==> src/rtl/alu_pkg.sv <==
// Shared ALU definitions: op-code constants, wait-counter width, controller states.
// Latency: n/a (definitions only).
// Backpressure: n/a (definitions only).
package alu_pkg;

    // ALUop encodings shared by my_alu, the datapath decode and the issue controller
    localparam logic [2:0] OP_AND = 3'b000;
    localparam logic [2:0] OP_OR  = 3'b001;
    localparam logic [2:0] OP_XOR = 3'b010;
    localparam logic [2:0] OP_NOR = 3'b011;
    localparam logic [2:0] OP_ADD = 3'b100;
    localparam logic [2:0] OP_SUB = 3'b101;
    localparam logic [2:0] OP_SLT = 3'b110;
    localparam logic [2:0] OP_MOD = 3'b111;

    // Width of the modulo wait counter; MOD_CYCLES must fit in it (1..255)
    localparam int CNT_W = 8;

    typedef enum logic [2:0] {
        IDLE     = 3'd0,
        EXEC     = 3'd1,
        RESTART  = 3'd2,
        WAIT_MOD = 3'd3,
        RESP     = 3'd4
    } state_e;

endpackage

==> src/rtl/alu_issue_ctrl_if.sv <==
// Bundles the request channel, ALU drive/result and response channel of the issue controller.
// Latency: n/a (wires only).
// Backpressure: req_valid/req_ready and rsp_valid/rsp_ready handshakes carried as plain signals.
//
// Ports (as seen from the controller, modport slave):
//   req_valid/req_ready/req_op/req_a/req_b  request channel in
//   alu_a/alu_b/alu_op/mod_restart/alu_r    ALU drive out, result in
//   rsp_valid/rsp_ready/rsp_data/rsp_err    response channel out
//   op_count                                completed-response counter
interface alu_issue_ctrl_if;

    logic        req_valid;
    logic        req_ready;
    logic [2:0]  req_op;
    logic [31:0] req_a;
    logic [31:0] req_b;

    logic [31:0] alu_a;
    logic [31:0] alu_b;
    logic [2:0]  alu_op;
    logic        mod_restart;
    logic [31:0] alu_r;

    logic        rsp_valid;
    logic        rsp_ready;
    logic [31:0] rsp_data;
    logic        rsp_err;
    logic [15:0] op_count;

    // Controller side
    modport slave (
        input  req_valid, req_op, req_a, req_b, alu_r, rsp_ready,
        output req_ready, alu_a, alu_b, alu_op, mod_restart,
               rsp_valid, rsp_data, rsp_err, op_count
    );

    // Sequencer / ALU side
    modport master (
        output req_valid, req_op, req_a, req_b, alu_r, rsp_ready,
        input  req_ready, alu_a, alu_b, alu_op, mod_restart,
               rsp_valid, rsp_data, rsp_err, op_count
    );

endinterface

==> src/rtl/alu_wait_counter.sv <==
// Loadable down-counter that times the iterative modulo unit; term flags the value 1.
// Latency: load/decrement take effect on the next rising edge; term is a decode of the count.
// Backpressure: none; the counter only moves on load or dec.
//
// Ports: clk, reset (async active-low), load + load_val, dec, term (count == 1).
module alu_wait_counter #(
    parameter int W = 8
) (
    input  logic         clk,
    input  logic         reset,
    input  logic         load,
    input  logic [W-1:0] load_val,
    input  logic         dec,
    output logic         term
);

    logic [W-1:0] cnt_q, cnt_d;

    always_comb begin
        cnt_d = cnt_q;
        if (load) begin
            cnt_d = load_val;
        end else if (dec && (cnt_q != '0)) begin
            // Parks at zero rather than wrapping if decremented past the end
            cnt_d = cnt_q - W'(1);
        end
    end

    always_ff @(posedge clk or negedge reset) begin
        if (!reset) begin
            cnt_q <= '0;
        end else begin
            cnt_q <= cnt_d;
        end
    end

    assign term = (cnt_q == W'(1));

endmodule

==> src/rtl/alu_issue_ctrl.sv <==
// Issues one op at a time to my_alu, waits its fixed latency, and returns R on a response channel.
// Latency: response 2 cycles after accept (single-cycle ops), MOD_CYCLES+2 (MOD), 1 (MOD by zero).
// Backpressure: req_ready only in IDLE; response held stable until rsp_ready, one op outstanding.
//
// Ports: clk, reset (async active-low), bus (alu_issue_ctrl_if.slave: request, ALU drive, response).
module alu_issue_ctrl
    import alu_pkg::*;
#(
    parameter int unsigned MOD_CYCLES = 34
) (
    input  logic            clk,
    input  logic            reset,
    alu_issue_ctrl_if.slave bus
);

    state_e      state_q, state_d;
    logic [31:0] alu_a_q, alu_a_d;
    logic [31:0] alu_b_q, alu_b_d;
    logic [2:0]  alu_op_q, alu_op_d;
    logic [31:0] rsp_data_q, rsp_data_d;
    logic        rsp_err_q, rsp_err_d;
    logic        mod_restart_q, mod_restart_d;
    logic [15:0] op_count_q, op_count_d;

    logic        cnt_load;
    logic        cnt_dec;
    logic        cnt_term;

    alu_wait_counter #(
        .W (CNT_W)
    ) u_wait_counter (
        .clk      (clk),
        .reset    (reset),
        .load     (cnt_load),
        .load_val (CNT_W'(MOD_CYCLES)),
        .dec      (cnt_dec),
        .term     (cnt_term)
    );

    always_comb begin
        state_d       = state_q;
        alu_a_d       = alu_a_q;
        alu_b_d       = alu_b_q;
        alu_op_d      = alu_op_q;
        rsp_data_d    = rsp_data_q;
        rsp_err_d     = rsp_err_q;
        op_count_d    = op_count_q;
        mod_restart_d = 1'b0;
        cnt_load      = 1'b0;
        cnt_dec       = 1'b0;

        case (state_q)
            IDLE: begin
                if (bus.req_valid) begin
                    alu_a_d  = bus.req_a;
                    alu_b_d  = bus.req_b;
                    alu_op_d = bus.req_op;
                    if ((bus.req_op == OP_MOD) && (bus.req_b == 32'd0)) begin
                        // Divide by zero is answered directly; the ALU is never started
                        rsp_data_d = 32'd0;
                        rsp_err_d  = 1'b1;
                        state_d    = RESP;
                    end else if (bus.req_op == OP_MOD) begin
                        // Restart pulse is registered so it is a clean flop output
                        mod_restart_d = 1'b1;
                        state_d       = RESTART;
                    end else begin
                        state_d = EXEC;
                    end
                end
            end
            EXEC: begin
                rsp_data_d = bus.alu_r;
                rsp_err_d  = 1'b0;
                state_d    = RESP;
            end
            RESTART: begin
                cnt_load = 1'b1;
                state_d  = WAIT_MOD;
            end
            WAIT_MOD: begin
                // Counter runs MOD_CYCLES..1 across the WAIT_MOD cycles; R is ready at 1
                cnt_dec = 1'b1;
                if (cnt_term) begin
                    rsp_data_d = bus.alu_r;
                    rsp_err_d  = 1'b0;
                    state_d    = RESP;
                end
            end
            RESP: begin
                if (bus.rsp_ready) begin
                    op_count_d = op_count_q + 16'd1;
                    state_d    = IDLE;
                end
            end
            default: begin
                state_d = IDLE;
            end
        endcase
    end

    always_ff @(posedge clk or negedge reset) begin
        if (!reset) begin
            state_q       <= IDLE;
            alu_a_q       <= '0;
            alu_b_q       <= '0;
            alu_op_q      <= OP_AND;
            rsp_data_q    <= '0;
            rsp_err_q     <= 1'b0;
            mod_restart_q <= 1'b0;
            op_count_q    <= '0;
        end else begin
            state_q       <= state_d;
            alu_a_q       <= alu_a_d;
            alu_b_q       <= alu_b_d;
            alu_op_q      <= alu_op_d;
            rsp_data_q    <= rsp_data_d;
            rsp_err_q     <= rsp_err_d;
            mod_restart_q <= mod_restart_d;
            op_count_q    <= op_count_d;
        end
    end

    assign bus.req_ready   = (state_q == IDLE);
    assign bus.rsp_valid   = (state_q == RESP);
    assign bus.rsp_data    = rsp_data_q;
    assign bus.rsp_err     = rsp_err_q;
    assign bus.alu_a       = alu_a_q;
    assign bus.alu_b       = alu_b_q;
    assign bus.alu_op      = alu_op_q;
    assign bus.mod_restart = mod_restart_q;
    assign bus.op_count    = op_count_q;

endmodule
==> src/flat_wrapper.sv <==
// flat-port wrapper written by rule: the top's interface ports become plain ports
module alu_issue_ctrl_flat import alu_pkg::*;
#(
    parameter int unsigned MOD_CYCLES = 34
)
  (clk, reset, bus_req_valid, bus_req_op, bus_req_a, bus_req_b, bus_alu_r, bus_rsp_ready, bus_req_ready, bus_alu_a, bus_alu_b, bus_alu_op, bus_mod_restart, bus_rsp_valid, bus_rsp_data, bus_rsp_err, bus_op_count);
  alu_issue_ctrl_if bus_i ();
  input  logic clk;
  input  logic reset;
  input wire logic [$bits(bus_i.req_valid)-1:0] bus_req_valid;
  input wire logic [$bits(bus_i.req_op)-1:0] bus_req_op;
  input wire logic [$bits(bus_i.req_a)-1:0] bus_req_a;
  input wire logic [$bits(bus_i.req_b)-1:0] bus_req_b;
  input wire logic [$bits(bus_i.alu_r)-1:0] bus_alu_r;
  input wire logic [$bits(bus_i.rsp_ready)-1:0] bus_rsp_ready;
  output wire logic [$bits(bus_i.req_ready)-1:0] bus_req_ready;
  output wire logic [$bits(bus_i.alu_a)-1:0] bus_alu_a;
  output wire logic [$bits(bus_i.alu_b)-1:0] bus_alu_b;
  output wire logic [$bits(bus_i.alu_op)-1:0] bus_alu_op;
  output wire logic [$bits(bus_i.mod_restart)-1:0] bus_mod_restart;
  output wire logic [$bits(bus_i.rsp_valid)-1:0] bus_rsp_valid;
  output wire logic [$bits(bus_i.rsp_data)-1:0] bus_rsp_data;
  output wire logic [$bits(bus_i.rsp_err)-1:0] bus_rsp_err;
  output wire logic [$bits(bus_i.op_count)-1:0] bus_op_count;
  assign bus_i.req_valid = bus_req_valid;
  assign bus_i.req_op = bus_req_op;
  assign bus_i.req_a = bus_req_a;
  assign bus_i.req_b = bus_req_b;
  assign bus_i.alu_r = bus_alu_r;
  assign bus_i.rsp_ready = bus_rsp_ready;
  assign bus_req_ready = bus_i.req_ready;
  assign bus_alu_a = bus_i.alu_a;
  assign bus_alu_b = bus_i.alu_b;
  assign bus_alu_op = bus_i.alu_op;
  assign bus_mod_restart = bus_i.mod_restart;
  assign bus_rsp_valid = bus_i.rsp_valid;
  assign bus_rsp_data = bus_i.rsp_data;
  assign bus_rsp_err = bus_i.rsp_err;
  assign bus_op_count = bus_i.op_count;
  alu_issue_ctrl #(.MOD_CYCLES(MOD_CYCLES)) u_core (.clk(clk), .reset(reset), .bus(bus_i));
endmodule
==> config.mk <==
export PLATFORM = sky130hd
export DESIGN_NAME = alu_issue_ctrl_flat
export DESIGN_NICKNAME = d
export VERILOG_FILES = /design/src/rtl/alu_pkg.sv /design/src/rtl/alu_issue_ctrl_if.sv /design/src/rtl/alu_wait_counter.sv /design/src/rtl/alu_issue_ctrl.sv /design/src/flat_wrapper.sv
export SDC_FILE = /design/constraint.sdc
export NUM_CORES = 1
export LEC_CHECK = 0
export ABC_AREA = 1
export BUFFER_PORTS_ARGS = -buffer_cell sky130_fd_sc_hd__buf_2
export CAP_MARGIN = 20
export CORE_MARGIN = 2
export CORE_UTILIZATION = 52
export CTS_CLUSTER_DIAMETER = 100
export DETAILED_ROUTE_END_ITERATION = 8
export PLACE_DENSITY = 0.87
export SYNTH_ARGS = -nofsm -noshare
export SYNTH_HDL_FRONTEND = slang
export SYNTH_SLANG_ARGS = --single-unit
==> constraint.sdc <==
create_clock -name clk -period 2.67 [get_ports clk]
set_input_delay 0.267 -clock clk [delete_from_list [all_inputs] [get_ports clk]]
set_output_delay 0.267 -clock clk [all_outputs]
set_load 0.01 [all_outputs]
Word level (Yosys, flattened, before mapping)
Cells that the tools add are included.
- bits in registers: 128
- input port bits: 103
- output and inout bits: 119
- word-level logic and storage cells: 54
- $add $sub $neg: 2
- equal/unequal tests: 10
- multiplexer cells: 22
- reduce and logical (&&, ||, !) cells: 11
- operators by type and width (operator ; number):
    $mux 32 ; 3
    $pmux 32 s3 ; 1
    $logic_not 32->1 ; 1
    $add 16x1->16 const B ; 1
    $mux 8 ; 2
    $pmux 3 s5 ; 1
    $mux 3 ; 4
    $mux 1 ; 9
    $eq 8x1->1 const B ; 1
    $reduce_bool 8->1 ; 1
    $sub 8x1->8 const B ; 1
    $eq 3x2->1 const B ; 2
    $eq 3x3->1 const B ; 2
    $ne 2x1->1 const B ; 2
    $ne 2x2->1 const B ; 2
    $reduce_and 2->1 ; 2
    $reduce_and 4->1 ; 1
    $eq 3x1->1 const B ; 1
    $logic_not 3->1 ; 1
    $pmux 1 s3 ; 1
    $reduce_and 3->1 ; 1
    $reduce_bool 3->1 ; 1
    $logic_and 1x1->1 ; 2
    $mux 2 ; 1
    $reduce_bool 2->1 ; 1

Longest topological paths before layout
Gate-level depths: netlist of the first run.
- depth in word-level cells: 5
- gate-level depth with buffers: 11
- depth with buffers taken out: 10

Cells and area by module
Synthesis of the first run repeated with hierarchy kept, for this count alone.
- cells, all modules: 530
- area, all modules: 5505.3 µm²
- modules (own cells, without submodules) (module ; instances ; cells each ; area each (µm²) ; seq. area each (µm²)):
    alu_issue_ctrl ; 1 ; 440 ; 4872.2 ; 3002.9
    alu_wait_counter ; 1 ; 90 ; 633.1 ; 200.2

Least setup slack after synthesis of the first run
OpenSTA, ideal clock, no wires.
- kind: reg2reg
- start: reg u_core.u_wait_counter.cnt_q[1]
- end: reg u_core.rsp_data_q[10], in the netlist u_core.bus.rsp_data[10]
- library setup time: 117 ps
- data arrival time: 1369 ps
- data required time: 2553 ps
- setup slack: 1184 ps
- stages on the path, launching flop included: 11
- path buffers: 1
- clock period less this slack: 1486 ps
- cell sequence: dfrtp_1 inv_1 ha_1 nand2_1 o21ai_2 o21ai_2 nor2_2 nand2_2 buf_6 nand2_1 nand2_1
- word-level cells in the longest chain between the ends: 3
- ends and longest elaborated chain (item ; line ; source):
    from (decl) ; alu_wait_counter.sv:17 ; logic [W-1:0] cnt_q, cnt_d;
    from (signal assigned) ; alu_wait_counter.sv:33 ; cnt_q <= cnt_d;
    $eq 8x1->1 ; alu_wait_counter.sv:37 ; assign term = (cnt_q == W'(1));
    $ne 2x1->1 (no line) ; n/a ;
    $reduce_and 4->1 (no line) ; n/a ;
    to (signal assigned) ; alu_issue_ctrl.sv:117 ; rsp_data_q <= rsp_data_d;
    to (decl) ; alu_issue_ctrl.sv:20 ; logic [31:0] rsp_data_q, rsp_data_d;
No other way between the ends.
A chain may end at the register's enable or synchronous reset.

Worst setup path after layout of the first run
- start: reg u_core.u_wait_counter.cnt_q[1]
- end: reg u_core.rsp_data_q[11], in the netlist u_core.bus.rsp_data[11]
Same word-level chain as after synthesis.

==> results of run 1 <==
[cell families after synthesis]
logic type	share of synthesized area, %
simple gates	17.3
flops	57.7
mux	15.6
buf+inv	4.51
compound gates	1.62
xor+xnor	2.53
fa+ha+maj	0.677
[report_power, final]
group / total (µW) / internal [µW] / switching [µW]
logic: 3590 / 1670 / 1920
registers: 3270 / 2750 / 515
clock network: 2440 / 1610 / 828
total: 9300 / 6040 / 3260
[what timing repair did]
action	in CTS	in global routing
endpoints found under the setup margin	0	0
hold endpoints to repair	113	2
hold buffers	76	2
[metal layers]
layer | track usage, % | vias up
met4 | 14.0 | 0
met2 | 52.2 | 225
met3 | 6.48 | 50
met5 | 0 | -
li1 | - | 2215
met1 | 29.7 | 2363
[layout by cell type, fill, tap and decap left out]
cell           instances
dfrtp_1              128
clkbuf_1               2
mux2_4                30
buf_2                220
clkinv_2               2
nand3_1               42
o21ai_0                8
inv_1                 21
nand3_4                1
nor2_1                37
nor2_2                 5
o21ai_2                2
ha_1                   3
buf_4                  5
xor2_1                10
clkinv_4               1
xnor2_1                6
clkinvlp_4             2
mux2_2                37
o21ai_1                1
nand2_2                1
o31ai_1                1
nand3_2                1
clkbuf_8               5
nor3_1                 4
nand2_4                2
nand3b_1               1
bufinv_16              4
nand2_1              117
clkinv_1               1
buf_12                 2
inv_4                  1
nand4_1                4
dlygate4sd3_1         78
clkbuf_16             16
a21oi_1                4
nor2_4                 3
[cell type report]
class,instances,area (µm²)
clock buffers,23,477
fillers,595,2170
repair buffers,305,1960
inverters,23,88.8
multi-input cells,320,2100
flip-flops and latches,128,3200
well taps,136,170
clock inverters,9,154
[state kept, by name (all words and copies together), names as in the netlist]
signal	count
u_core.bus.op_count	16
u_core.u_wait_counter.cnt_q	8
u_core.bus.rsp_data	32
u_core.bus.alu_b	32
u_core.bus.mod_restart	1
u_core.bus.alu_a	32
u_core.bus.rsp_err	1
u_core.state_q	3
u_core.bus.alu_op	3
[how the worst max path moves through the flow]
stage                                   start                      end  slack (ns)  cells past startpoint
2_1_floorplan  u_core.u_wait_counter.cnt_q[1]  u_core.bus.rsp_data[10]        1.18                     10
3_3_place_gp   u_core.u_wait_counter.cnt_q[1]  u_core.bus.rsp_data[22]        0.89                      8
3_5_place_dp   u_core.u_wait_counter.cnt_q[1]  u_core.bus.rsp_data[30]        0.76                      9
4_1_cts        u_core.u_wait_counter.cnt_q[1]  u_core.bus.rsp_data[21]        0.74                      8
5_1_grt        u_core.u_wait_counter.cnt_q[1]  u_core.bus.rsp_data[17]        0.53                      8
6_report       u_core.u_wait_counter.cnt_q[1]  u_core.bus.rsp_data[11]        0.67                      9
[metrics by stage]
step	instance area (µm²)	power, µW	instances	hold slack (ns)	utilization (%)
global placement	6740	6470	834	0.276	65.3
detailed placement	6740	6670	834	0.287	65.3
CTS	8130	9210	942	0.000197	78.7
global route	8150	9760	944	0.000329	78.9
floorplan	5550	5510	487	-0.0286	-
finish	8150	9300	944	0.0107	78.9
==> impl_metrics.csv, run 1 <==
group,metric,value,unit
hold_path,min_path_cells,2,
die,fp.dieW,107,µm
cts,clk_pin_slew,0.06,ns
setup_path,crit_required,3.06,ns
synth,yosys_warnings,0,
timing,max_freq,500,MHz
synth,ys_types,30,
synth,ys_ff_latch,128,
synth,synth_top_area_share,57.7,%
cts,cts-root-buf,"clkbuf_8",
timing,tightest_slew,0.687,ns
timing,setup_ws,0.668,ns
place,dpl.hpwl,9.89,mm
synth,synth_common_cells,"dfrtp_1, nand2_1, nand3_1, nor2_1, mux2_2",
global_route,grt_overflow,0,
route,drc,0,
setup_path,ff2ff_path_depth,9,
global_route,grt_pass1_vias,5141,
timing,slew_violations,0,
setup_path,worst-r2r-setup-slack,0.67,ns
route,wl_per_cell,16.9,µm
die,ios,222,
timing,setup_violations,0,
timing,min_period_over_period,75.0,%
timing,finClkSkew,0.0106,ns
route,dr_wl_met2,8.56,mm
hold_path,holdPathEnd,"u_core.bus.alu_b[12]",
route,highest_layer,"met4",
route,firstDrtPassIters,7,
power_and_ir_drop,power_density,1140,nW/µm²
setup_path,cp_num_buf_inv,1,
die,start_util,53.7,%
setup_path,cp_slowest_cell,"dfrtp_1",
setup_path,crit_path_start_kind,"flop",
place,io_buffers,221,
final_layout,nNetsFinal,901,
setup_path,cp_slowest_stage_delay,0.40,ns
global_route,grt_use_total,28.2,%
synth,yosysSeqAreaShare,57.7,%
timing,timing.final.crit_period,2.00,ns
cts,cts_max_path_buffers,2,
setup_path,arrival,2.40,ns
route,drt_first_iter_violations,384,
setup_path,r2r-end,"u_core.bus.rsp_data[11]",
hold_path,hp-start,"bus_req_b[12]",
timing,setup_tns,0,ns
synth,synthArstFlopShare,100,%
synth,synth-edff-count,0,
synth,syn_nets,593,
synth,synthTopCellsByArea,"dfrtp_1, mux2_4, nand2_1, mux2_2, nand3_1",
route,antenna_left,0,
setup_path,critPathKind,"reg -> reg",
hold_path,hold_path_class,"in -> reg",
cts,htreeDepth,4,
power_and_ir_drop,vdd_drop_max,0.572,mV
cts,cts_setup_buffers,0,
outcome,status,"completed",
setup_path,cp-end-kind,"flop",
route,dr_wl_met3,954,µm
synth,netlist_instances,487,
place,pre_cts_slack,0.763,ns
route,drt-met1-wl,5.83,mm
die,core,10300,µm²
final_layout,drive_above_1_share,42.1,%
timing,slew_headroom,54.1,%
synth,syn_area_per_cell,11.4,µm²
die,dieArea,11500,µm²
cts,clock_latency,0.51,ns
setup_path,cpMostUsedCell,"nand2_1",
timing,rsz0062_at_grt,"no",
setup_path,crit_family,"simple AND/OR/NAND/NOR gates",
final_layout,syn_to_final_growth,46.9,%
route,vias,4853,
die,die_h,107,µm
die,row_count,37,
synth,yosysTopAreaCell,"dfrtp_1",
power_and_ir_drop,power_leakage,0.00433,µW
route,wirelength,16.0,mm
final_layout,diodes,0,
cts,cts_buffers,17,
run,maxCapViolCount,0,
setup_path,reg2reg_from,"u_core.u_wait_counter.cnt_q[1]",
setup_path,cp_max_fo,34,
synth,synth.most_common_cell,"dfrtp_1",
global_route,grt_pass1_wl,24.9,mm
route,via_per_inst,5.14,
cts,cts_tree,"done",
cts,cts_sinks,128,
synth,synth_ff_type,"dfrtp_1",
synth,syn-cell-area,5550,µm²
global_route,grt_max_degree,55,
timing,hold_viol_final,0,
global_route,antenna_found_initial,0,
place,gp_congestion,0.920,
cts,postCtsResizedCells,0,
setup_path,path_cells,"inv_1 -> ha_1 -> nand2_1 -> o21ai_2 -> o21ai_2 -> nor2_2 -> nand2_2 -> nand2_1 -> nand2_1",
(Power assumes the default switching activity.)
==> run 2, diff against run 1 <==
--- a/config.mk
+++ b/config.mk
@@ -9,10 +9,10 @@
 export BUFFER_PORTS_ARGS = -buffer_cell sky130_fd_sc_hd__buf_2
 export CAP_MARGIN = 20
 export CORE_MARGIN = 2
-export CORE_UTILIZATION = 52
+export CORE_UTILIZATION = 44
 export CTS_CLUSTER_DIAMETER = 100
 export DETAILED_ROUTE_END_ITERATION = 8
-export PLACE_DENSITY = 0.87
+export PLACE_DENSITY = 0.79
 export SYNTH_ARGS = -nofsm -noshare
 export SYNTH_HDL_FRONTEND = slang
 export SYNTH_SLANG_ARGS = --single-unit
==> constraint.sdc (replaced) <==
create_clock -name clk -period 1.8 [get_ports clk]
set_input_delay 0.18 -clock clk [delete_from_list [all_inputs] [get_ports clk]]
set_output_delay 0.18 -clock clk [all_outputs]
set_load 0.01 [all_outputs]
==> impl_metrics.csv, run 2 (synthesis gave the netlist of run 1 again) <==
group,metric,value,unit
timing,finClkSkew,0.00701,ns
power_and_ir_drop,pwr-share-comb,39.0,%
cts,cts-root-buf,"clkbuf_16",
place,io_buffers,221,
timing,timing.final.crit_period,1.66,ns
cts,clock_latency,0.41,ns
setup_path,worstSetupEndpoint,"u_core.bus.rsp_data[26]",
timing,hold_viol_final,0,
power_and_ir_drop,switching_share,33.2,%
die,die_h,116,µm
run,maxCapViolCount,0,
global_route,grt_use_total,20.9,%
place,dpl.hpwl,9.10,mm
setup_path,ff2ff_path_depth,7,
setup_path,arrival,1.96,ns
timing,min_period_over_period,92.5,%
route,firstDrtPassIters,4,
die,dieArea,13500,µm²
cts,cts_tree,"done",
place,gp_congestion,0.860,
final_layout,final_common_cell,"buf_2",
die,core,12500,µm²
timing,setup_tns,0,ns
timing,max_freq,601,MHz
setup_path,reg2reg_from,"u_core.state_q[1]",
route,vias,4605,
setup_path,critPathKind,"reg -> reg",
final_layout,syn_to_final_growth,47.2,%
power_and_ir_drop,vdd_drop_max,0.928,mV
global_route,grt_overflow,0,
global_route,antenna_found_initial,0,
power_and_ir_drop,power_density,1730,nW/µm²
final_layout,diodes,0,
timing,setup_violations,0,
die,row_count,41,
place,place_area,6870,µm²
setup_path,r2r-end,"u_core.bus.rsp_data[26]",
route,via_per_inst,4.75,
power_and_ir_drop,internal_power,9440,µW
route,drt_first_iter_violations,384,
power_and_ir_drop,p_clk_share,27.4,%
cts,htreeDepth,4,
die,fp.dieW,116,µm
power_and_ir_drop,p_switching,4700,µW
timing,slew_violations,0,
timing,slew_headroom,65.5,%
global_route,grt_max_degree,51,
global_route,grt_pass1_vias,4550,
final_layout,drive_above_1_share,44.0,%
hold_path,hold_path_class,"in -> reg",
final_layout,fin_area,8170,µm²
power_and_ir_drop,power_leakage,0.00433,µW
cts,cts_buffers,17,
route,antenna_left,0,
die,start_util,44.5,%
cts,clk_pin_slew,0.06,ns
die,ios,222,
timing,tightest_slew,0.516,ns
setup_path,worst-r2r-setup-slack,0.14,ns
cts,cts_sinks,128,
setup_path,crit_path_start,"u_core.state_q[1]",
final_layout,mostFrequentLayoutCells,"buf_2, dfrtp_1, nand2_1",
setup_path,cp-end-kind,"flop",
power_and_ir_drop,seq_power_share,33.6,%
setup_path,cp_max_fo,4,
final_layout,nNetsFinal,891,
outcome,status,"completed",
setup_path,crit_path_start_kind,"flop",
global_route,grt_pass1_wl,21.8,mm
route,wl_per_cell,14.8,µm
setup_path,crit_required,2.09,ns
route,drc,0,
hold_path,hp-start,"bus_alu_r[20]",
route,wirelength,14.3,mm
cts,cts_max_path_buffers,2,
==> run 2: worst max-delay path: stages (launching register included) <==
cell and delay [ns]:
dfrtp_1 0.41, nor2_4 0.19, nand2_1 0.12, nor2_1 0.42
nor2_4 0.09, buf_4 0.17, nand3_1 0.07, nand2_1 0.07
==> run 2: routing by layer <==
| metal | up-vias | global-route usage [%] | share of wire, % |
|---|---|---|---|
| met2 | 169 | 35.2 | 51 |
| met3 | 44 | 7.06 | 6.3 |
| met4 | 0 | 9.05 | 3.0 |
| met5 | - | 0 | 0 |
| met1 | 2196 | 24.5 | 39 |
| li1 | 2196 | - | - |
==> run 2: through the flow <==
stage | power (µW) | util, % | setup slack, ns | hold WS (ns) | instances
6_report | 14100 | 65.5 | 0.135 | 0.0154 | 970
4_1_cts | 14000 | 65.1 | 0.0585 | 0.000283 | 966
3_3_place_gp | 9810 | 55.1 | -0.0164 | 0.129 | 876
2_1_floorplan | 8170 | - | 0.314 | -0.116 | 487
5_1_grt | 15000 | 65.5 | -0.0127 | 0.00202 | 970
3_5_place_dp | 9950 | 55.1 | -0.0892 | 0.129 | 876
==> run 2: power by group through the flow <==
stage                     Sequential, µW  Clock (µW)  Combinational [µW]
after floorplan                     5250           0                2920
after global placement              4700           0                5110
after detailed placement            4750           0                5200
after CTS                           4730        3930                5370
after global routing                4900        4080                5980
final                               4760        3870                5510
==> run 2: final cells by class <==
class | count | area, µm²
tap | 172 | 215
clock inverter | 10 | 206
multi-input combinational | 321 | 2120
fill | 904 | 4300
sequential | 128 | 3200
timing repair buffer | 294 | 1870
inverter | 23 | 88.8
clock buffer | 22 | 464
==> run 2: how the worst min path moves through the flow <==
stage,cells after the start,endpoint
final,3,u_core.bus.rsp_data[20]
after global routing,2,u_core.bus.alu_a[27]
after CTS,3,u_core.bus.rsp_data[20]
after detailed placement,1,u_core.bus.alu_a[24]
after global placement,1,u_core.bus.alu_a[24]
after floorplan,0,u_core.bus.alu_a[0]
==> run 2: repair_timing <==
item / CTS / global route
gates resized for setup: 1 / 2
hold endpoints to repair: 81 / 0
gates cloned: 1 / 0
setup buffers: 0 / 4
hold buffers: 57 / 0
setup endpoints to repair: 32 / 51
pin swaps: 1 / 3
==> run 3, diff against run 2 <==
--- a/config.mk
+++ b/config.mk
@@ -8,8 +8,8 @@
 export ABC_AREA = 1
 export BUFFER_PORTS_ARGS = -buffer_cell sky130_fd_sc_hd__buf_2
 export CAP_MARGIN = 20
-export CORE_MARGIN = 2
 export CORE_UTILIZATION = 44
+export CTS_BUF_LIST = sky130_fd_sc_hd__clkbuf_4 sky130_fd_sc_hd__clkbuf_8 sky130_fd_sc_hd__clkbuf_16
 export CTS_CLUSTER_DIAMETER = 100
 export DETAILED_ROUTE_END_ITERATION = 8
 export PLACE_DENSITY = 0.79
==> impl_metrics.csv, run 3 (synthesis gave the netlist of run 1 again) <==
group,metric,value,unit
power_and_ir_drop,vdd_drop_max,0.803,mV
setup_path,crit_family,"simple AND/OR/NAND/NOR gates",
global_route,grt_overflow,0,
setup_path,cp-end-kind,"flop",
die,fp.dieW,114,µm
cts,cts_tree,"done",
cts,clock_latency,0.42,ns
setup_path,arrival,1.95,ns
timing,slew_headroom,70.0,%
power_and_ir_drop,power_leakage,0.00428,µW
setup_path,worst-r2r-setup-slack,0.15,ns
die,dieArea,13100,µm²
die,ios,222,
place,io_buffers,221,
die,row_count,40,
setup_path,cp_num_cells,10,
final_layout,diodes,0,
final_layout,drive_above_1_share,43.5,%
final_layout,fillCellCount,899,
route,firstDrtPassIters,4,
global_route,grt_pass1_vias,4774,
outcome,status,"completed",
final_layout,nNetsFinal,885,
setup_path,r2r-end,"u_core.bus.rsp_data[18]",
timing,max_freq,605,MHz
setup_path,ff2ff_path_depth,10,
route,wl_per_cell,15.1,µm
setup_path,cp_slowest_stage_delay,0.40,ns
final_layout,seq_area,3200,µm²
final_layout,final_common_cell,"buf_2",
final_layout,mostFrequentLayoutCells,"buf_2, dfrtp_1, nand2_1",
timing,finClkSkew,0.00648,ns
setup_path,cp_slowest_cell,"dfrtp_1",
global_route,antenna_found_initial,0,
route,via_per_inst,4.80,
hold_path,hold_path_class,"in -> reg",
final_layout,syn_to_final_growth,44.5,%
setup_path,reg2reg_from,"u_core.u_wait_counter.cnt_q[1]",
timing,min_period_over_period,91.8,%
timing,setup_tns,0,ns
global_route,grt_pass1_wl,23.2,mm
timing,hold_viol_final,0,
cts,cts_sinks,128,
die,core,12200,µm²
die,die_h,114,µm
hold_path,min_path_cells,3,
place,gp_congestion,0.790,
setup_path,cpMostUsedCell,"nand2_1",
route,drc,0,
run,maxCapViolCount,0,
timing,setup_violations,0,
route,vias,4602,
cts,cts_max_path_buffers,2,
final_layout,instances_no_fill,958,
global_route,grt_max_degree,62,
global_route,grt_use_total,23.3,%
timing,rsz0062_at_grt,"no",
setup_path,cp_max_fo,34,
setup_path,critPathKind,"reg -> reg",
route,wirelength,14.5,mm
place,dp_cells,870,
cts,cts-root-buf,"clkbuf_16",
setup_path,path_cells,"inv_1 -> ha_1 -> nand2_1 -> o21ai_2 -> o21ai_2 -> nor2_2 -> nand2_2 -> buf_12 -> nand2_1 -> nand2_1",
hold_path,holdPathEnd,"u_core.bus.rsp_data[13]",
timing,slew_violations,0,
route,antenna_left,0,
cts,htreeDepth,4,
power_and_ir_drop,power_density,1690,nW/µm²
cts,clk_pin_slew,0.05,ns
setup_path,crit_required,2.10,ns
setup_path,crit_path_start_kind,"flop",
place,dpl.hpwl,9.47,mm
route,drt_first_iter_violations,429,
setup_path,cp_num_buf_inv,2,
timing,tightest_slew,0.450,ns
cts,postCtsResizedCells,0,
final_layout,multi_input_area,2100,µm²
die,start_util,45.6,%
timing,timing.final.crit_period,1.65,ns
hold_path,hp-start,"bus_alu_r[13]",
cts,cts_buffers,17,
run 3: cell type report:
type	count	area share [%]
repair buffers	289	22.8
clock buffers	23	6.02
multi-input cells	320	26.2
well taps	168	2.62
inverters	23	1.11
flip-flops and latches	128	39.9
clock inverters	7	1.37
run 3: layer usage:
layer / wire length (µm) / GRT usage [%] / up-vias / share of wire, %
met2: 7650 / 41.4 / 157 / 53
met3: 766 / 6.78 / 44 / 5.3
met4: 456 / 12.4 / 0 / 3.2
li1: - / - / 2179 / -
met1: 5580 / 25.1 / 2222 / 39
met5: 0 / 0 / - / 0
run 3: report_power, final:
part	switching (µW)	internal, µW	total, µW
Combinational	2730	2590	5320
Clock	1160	2280	3440
Sequential	705	4080	4790
Total	4600	8950	13500
run 3: worst min-delay path, cell delays in order:
cell     delay [ns]
buf_2          0.08
nand3_1        0.06
nand2_1        0.07
run 3: worst max-delay path by stage:
stage	from	end	slack [ns]
3_5_place_dp	u_core.u_wait_counter.cnt_q[1]	u_core.bus.rsp_data[7]	0.17
3_3_place_gp	u_core.u_wait_counter.cnt_q[1]	u_core.bus.rsp_data[26]	0.24
4_1_cts	u_core.u_wait_counter.cnt_q[1]	u_core.bus.rsp_data[18]	0.13
6_report	u_core.u_wait_counter.cnt_q[1]	u_core.bus.rsp_data[18]	0.15
5_1_grt	u_core.u_wait_counter.cnt_q[1]	u_core.bus.rsp_data[18]	0.002
2_1_floorplan	u_core.u_wait_counter.cnt_q[1]	u_core.bus.rsp_data[10]	0.31
run 3: what timing repair did:
item	in CTS	in global routing
hold buffers	58	0
endpoints found under the setup margin	0	0
setup buffers	0	0
hold endpoints to repair	88	0
run 3: through the flow:
step	hold slack, ns	util (%)	instance area [µm²]	total power [µW]	worst slack [ns]
floorplan	-0.116	-	5550	8170	0.314
global placement	0.151	56.3	6850	9770	0.236
detailed placement	0.161	56.3	6850	10000	0.167
CTS	0.00145	65.9	8020	13600	0.134
global route	0.00314	65.9	8020	14400	0.00187
finish	0.00480	65.9	8020	13500	0.148
